**src/rtl/cpu_types_pkg.sv**
```systemverilog
`default_nettype none
// ============================================================================
// cpu_types_pkg : shared pipeline types, stage payload structs, occupancy helper
// Revision      : 1.0
// ============================================================================
package cpu_types_pkg;

  typedef logic [1:0] pipe_cnt_t;

  localparam int PIPE_DEPTH = 2;

  typedef struct packed {
    logic [31:0] instr;
    logic [31:0] pc_next;
  } ifid_t;

  typedef struct packed {
    logic [31:0] rs1_val;
    logic [31:0] rs2_val;
    logic [31:0] imm;
    logic [4:0]  rd;
    logic [5:0]  op;
  } idex_t;

  function automatic pipe_cnt_t occupancy(input logic main_v, input logic skid_v);
    return pipe_cnt_t'({1'b0, main_v} + {1'b0, skid_v});
  endfunction

endpackage
`default_nettype wire

```
**src/rtl/pipe_stage_buf.sv**
```systemverilog
`default_nettype none
// ============================================================================
// pipe_stage_buf : valid/ready pipeline register with one-entry skid and flush
// Revision       : 1.0
// ============================================================================
module pipe_stage_buf
  import cpu_types_pkg::*;
#(
  parameter int                DATA_W = 64,
  parameter logic [DATA_W-1:0] BUBBLE = '0
) (
  input  logic              CLK,
  input  logic              nRST,
  input  logic              in_valid,
  output logic              in_ready,
  input  logic [DATA_W-1:0] in_data,
  input  logic              flush,
  output logic              out_valid,
  input  logic              out_ready,
  output logic [DATA_W-1:0] out_data,
  output pipe_cnt_t         count
);

  logic              r_main_v;
  logic              r_skid_v;
  logic [DATA_W-1:0] r_main_d;
  logic [DATA_W-1:0] r_skid_d;
  logic              w_push;
  logic              w_pop;

  // in_ready depends only on the skid flop, so no input reaches it combinationally
  assign in_ready  = ~r_skid_v;
  assign w_push    = in_valid & ~r_skid_v;
  assign w_pop     = r_main_v & out_ready;
  assign out_valid = r_main_v;
  assign out_data  = r_main_d;
  assign count     = occupancy(r_main_v, r_skid_v);

  always_ff @(posedge CLK or negedge nRST) begin
    if (!nRST) begin
      r_main_v <= 1'b0;
      r_skid_v <= 1'b0;
      r_main_d <= BUBBLE;
      r_skid_d <= BUBBLE;
    end else if (flush) begin
      r_main_v <= 1'b0;
      r_skid_v <= 1'b0;
      r_main_d <= BUBBLE;
      r_skid_d <= BUBBLE;
    end else if (r_skid_v) begin
      if (w_pop) begin
        r_main_d <= r_skid_d;
        r_skid_d <= BUBBLE;
        r_skid_v <= 1'b0;
      end
    end else if (r_main_v) begin
      if (w_push && w_pop) begin
        r_main_d <= in_data;
      end else if (w_push) begin
        r_skid_d <= in_data;
        r_skid_v <= 1'b1;
      end else if (w_pop) begin
        r_main_v <= 1'b0;
        r_main_d <= BUBBLE;
      end
    end else if (w_push) begin
      r_main_d <= in_data;
      r_main_v <= 1'b1;
    end
  end

endmodule
`default_nettype wire
```
**config.mk**
```make
export PLATFORM = sky130hd
export DESIGN_NAME = pipe_stage_buf
export DESIGN_NICKNAME = d
export VERILOG_FILES = /design/src/rtl/cpu_types_pkg.sv /design/src/rtl/pipe_stage_buf.sv
export SDC_FILE = /design/constraint.sdc
export NUM_CORES = 1
export LEC_CHECK = 0
export BUFFER_PORTS_ARGS = -buffer_cell sky130_fd_sc_hd__buf_4
export CORE_ASPECT_RATIO = 1.25
export CORE_MARGIN = 8
export CORE_UTILIZATION = 50
export DETAILED_ROUTE_END_ITERATION = 16
export PLACE_DENSITY = 0.84
export REMOVE_ABC_BUFFERS = 1
export SLEW_MARGIN = 5
export SYNTH_ARGS = -nofsm -noshare
export SYNTH_HDL_FRONTEND = slang
export SYNTH_SLANG_ARGS = --single-unit
```
**constraint.sdc**
```tcl
create_clock -name CLK -period 4.1 [get_ports CLK]
set_input_delay 0.615 -clock CLK [delete_from_list [all_inputs] [get_ports CLK]]
set_output_delay 0.615 -clock CLK [all_outputs]
set_load 0.005 [all_outputs]
```
==> run_results.csv <==
group,metric,value,unit
pwr,p_total,3521,uW
clocking,clkSinkCount,130,
timing,max_freq,0.3716,GHz
grt,grt_pass1_vias,5471,
synth,synth_top_area_frac,0.5216,
grt,grt_max_degree,131,
detailed_routing,via_per_inst,5.954,
layout,utilization,0.6427,
pwr,clkPwrFrac,0.444,
placed_design,dp.final_hpwl,10940,um
synth,synth_top_area_cell,"dfrtp_1",
die,core,0.01216,mm^2
timing,clock_skew,0.006587,ns
layout,multiInputGateArea,0.002639,mm^2
synth,synth_most_common_cell,"nand2_1",
die,start_util,0.5129,
clocking,cts_tree,"yes",
setup_path,startpoint_type,"flip-flop",
min_path,hold_class,"in2async",
clocking,htree_levels,4,
layout,diodes,0,
detailed_routing,num_vias,5400,
timing,rsz0062_at_grt,"false",
clocking,clk_pin_slew,0.05,ns
clocking,cts-root-buf,"clkbuf_16",
timing,final_max_slew_viol_count,0,
timing,fin_crit,2.691,ns
setup_path,worstPathMaxFanout,42,
placed_design,port_buffers,136,
pwr,seqPwrFrac,0.411,
status,status,"completed",
die,io_pins,137,
synth,synthMuxAreaShare,0.07703,
setup_path,crit_arrival,2.08,ns
grt,overflow,0,
setup_path,endpoint_kind,"output pin",
clocking,insertion_delay,0.41,ns
pwr,p_per_area,450.4,mW/mm^2
die,rows,45,
die,die_area,0.01633,mm^2
timing,final_hold_viol_count,0,
pwr,p_int,2661,uW
setup_path,r2r_cells,3,
setup_path,crit_required,3.48,ns
pwr,vdd_drop_max,0.2337,mV
pwr,switching_share,0.2441,
synth,synth_top_family_by_area,"compound AO/OA/AOI/OAI gates",
synth,syn_area,0.006237,mm^2
clocking,post_cts_buffers,0,
grt,grt_pass1_wl,27540,um
timing,maxSlewHeadroom,0.2123,
grt,met1_usage,0.2634,
clocking,cts.path.max_buffers,2,
layout,num-nets-final,802,
detailed_routing,finalWirelength,17230,um
setup_path,critPathMaxStageDelay,1.12,ns
synth,syn_inst,633,
synth,syn_avg_cell_area,9.853,um^2
detailed_routing,drt_iter0_markers,421,
clocking,cts_hold_buffers,0,
layout,seqCellArea,0.003253,mm^2
synth,synth_ff_type,"dfrtp_1",
synth,ys_ff_latch,130,
synth,yosys.cell_types.count,32,
layout,fill_cells,993,
timing,setup_viol,0,
timing,hold_ws,0.3059,ns
die,fp.dieH,140.9,um
setup_path,path_cells,"ha_1 -> buf_4",
synth,synthTopCellsByArea,"dfrtp_1, nand2_1, mux2i_1",
synth,synth_commonest_cells,"nand2_1, dfrtp_1",
synth,synth_xor_area_frac,0,
placed_design,place.gp.congestion,0.7764,
setup_path,worstSetupPathType,"reg2out",
synth,synth_compound_area_frac,0.1741,
synth,synth_edf_count,0,
synth,synth-simple-area-share,0.1663,
synth,yosys_warnings,0,
pwr,power.leakage,0.003745,uW
detailed_routing,first_pass_iters,4,
clocking,cts_made_buffers,17,
setup_path,cpMaxStageDelayCell,"dfrtp_1",
pwr,combinationalPowerShare,0.145,
pwr,power_switching,859.4,uW
grt,top_usage_layer,"met2",
die,die_w,115.9,um
timing,worst_slack,1.409,ns
clocking,cts_resized,0,
detailed_routing,ant_nets,0,
flow_run,maxCapViolCount,0,
timing,fin_tns_setup,0,ns
grt,grt_antenna_before_repair,0,
grt,grt_usage,0.2116,
synth,ys_async_sr_fraction,1.000,
layout,area_growth,25.32,%
timing,period_share,0.6563,
layout,drive_above_1_share,0.2450,
synth,seq_area_frac_synth,0.5216,
placed_design,dpl_worst_slack,1.602,ns
timing,worstMarginPinSlew,1.181,ns
grt,met3_usage,0.06111,
synth,synthAdderAreaFrac,0.002006,
detailed_routing,drc,0,
detailed_routing,wl_per_cell,19.00,um
grt,globalRouteMet2Util,0.3428,
## power groups by stage
stage | clock network (uW) | registers, uW | logic [uW]
2_1_floorplan | 0 | 1450 | 227
3_3_place_gp | 0 | 1460 | 497
3_5_place_dp | 0 | 1470 | 514
4_1_cts | 1580 | 1440 | 517
5_1_grt | 1630 | 1460 | 557
6_report | 1560 | 1450 | 512
## critical path: cells and delay by family (launching register included)
| family | cells | cell delay [ns] |
|---|---|---|
| buf+inv | 1 | 0.14 |
| fa+ha+maj | 1 | 0.40 |
| flops | 1 | 1.12 |
## registers in the layout, indices dropped and copies added (netlist names)
signal / cells
out_data: 64
r_skid_d: 64
r_skid_v: 1
out_valid: 1
## metrics by stage
stage | cell area, um^2 | instances
floorplan | 5881 | 569
global placement | 7202 | 877
detailed placement | 7202 | 877
CTS | 7816 | 907
global route | 7816 | 907
finish | 7816 | 907
## logic make-up after synthesis
kind of cell / Yosys count
DFF: 130
and+or+nand+nor: 236
muxes: 48
buffers and inverters: 67
AOI/OAI and AO/OA: 151
adders and majority gates: 1
## cells in the final DEF (no fill, tap or decap), types with 2 or more instances in the layout
master and count:
nand2_1 160, buf_4 143, dfrtp_1 130, mux2i_1 48, o211ai_1 48, nor3_1 48
a31oi_1 48, clkbuf_16 17, nand2b_1 16, o21ai_0 16, a22o_1 16, a32o_1 16
clkbuf_8 6, clkbuf_1 3, bufinv_16 3, a21oi_1 2, and2_1 2, inv_2 2
o21a_1 2
## final timing paths
kind	slack, ns	start	end
worst max-delay path	1.41	r_skid_v	count[0]
min in group CLK	0.44	in_data[53]	r_skid_d[53]
worst min-delay path	0.31	nRST	out_data[36]
worst max register to register	1.53	r_skid_v	out_data[47]
worst min register to register	0.51	out_data[52]	out_data[52]
max in group asynchronous	3.27	nRST	out_data[34]
## layout make-up
cell class / count / area share
inverters: 3 / 0.001441
well taps: 164 / 0.02625
clock inverters: 4 / 0.01217
flip-flops and latches: 130 / 0.4162
clock buffers: 26 / 0.06643
repair buffers: 144 / 0.1399
multi-input cells: 436 / 0.3376
## metal layers
metal	vias up	wire length (um)
met5	-	0
met4	0	208
met3	16	1267
met2	234	8552
met1	2685	7203
li1	2465	-
Note: power is estimated with default switching activity, not from simulation.
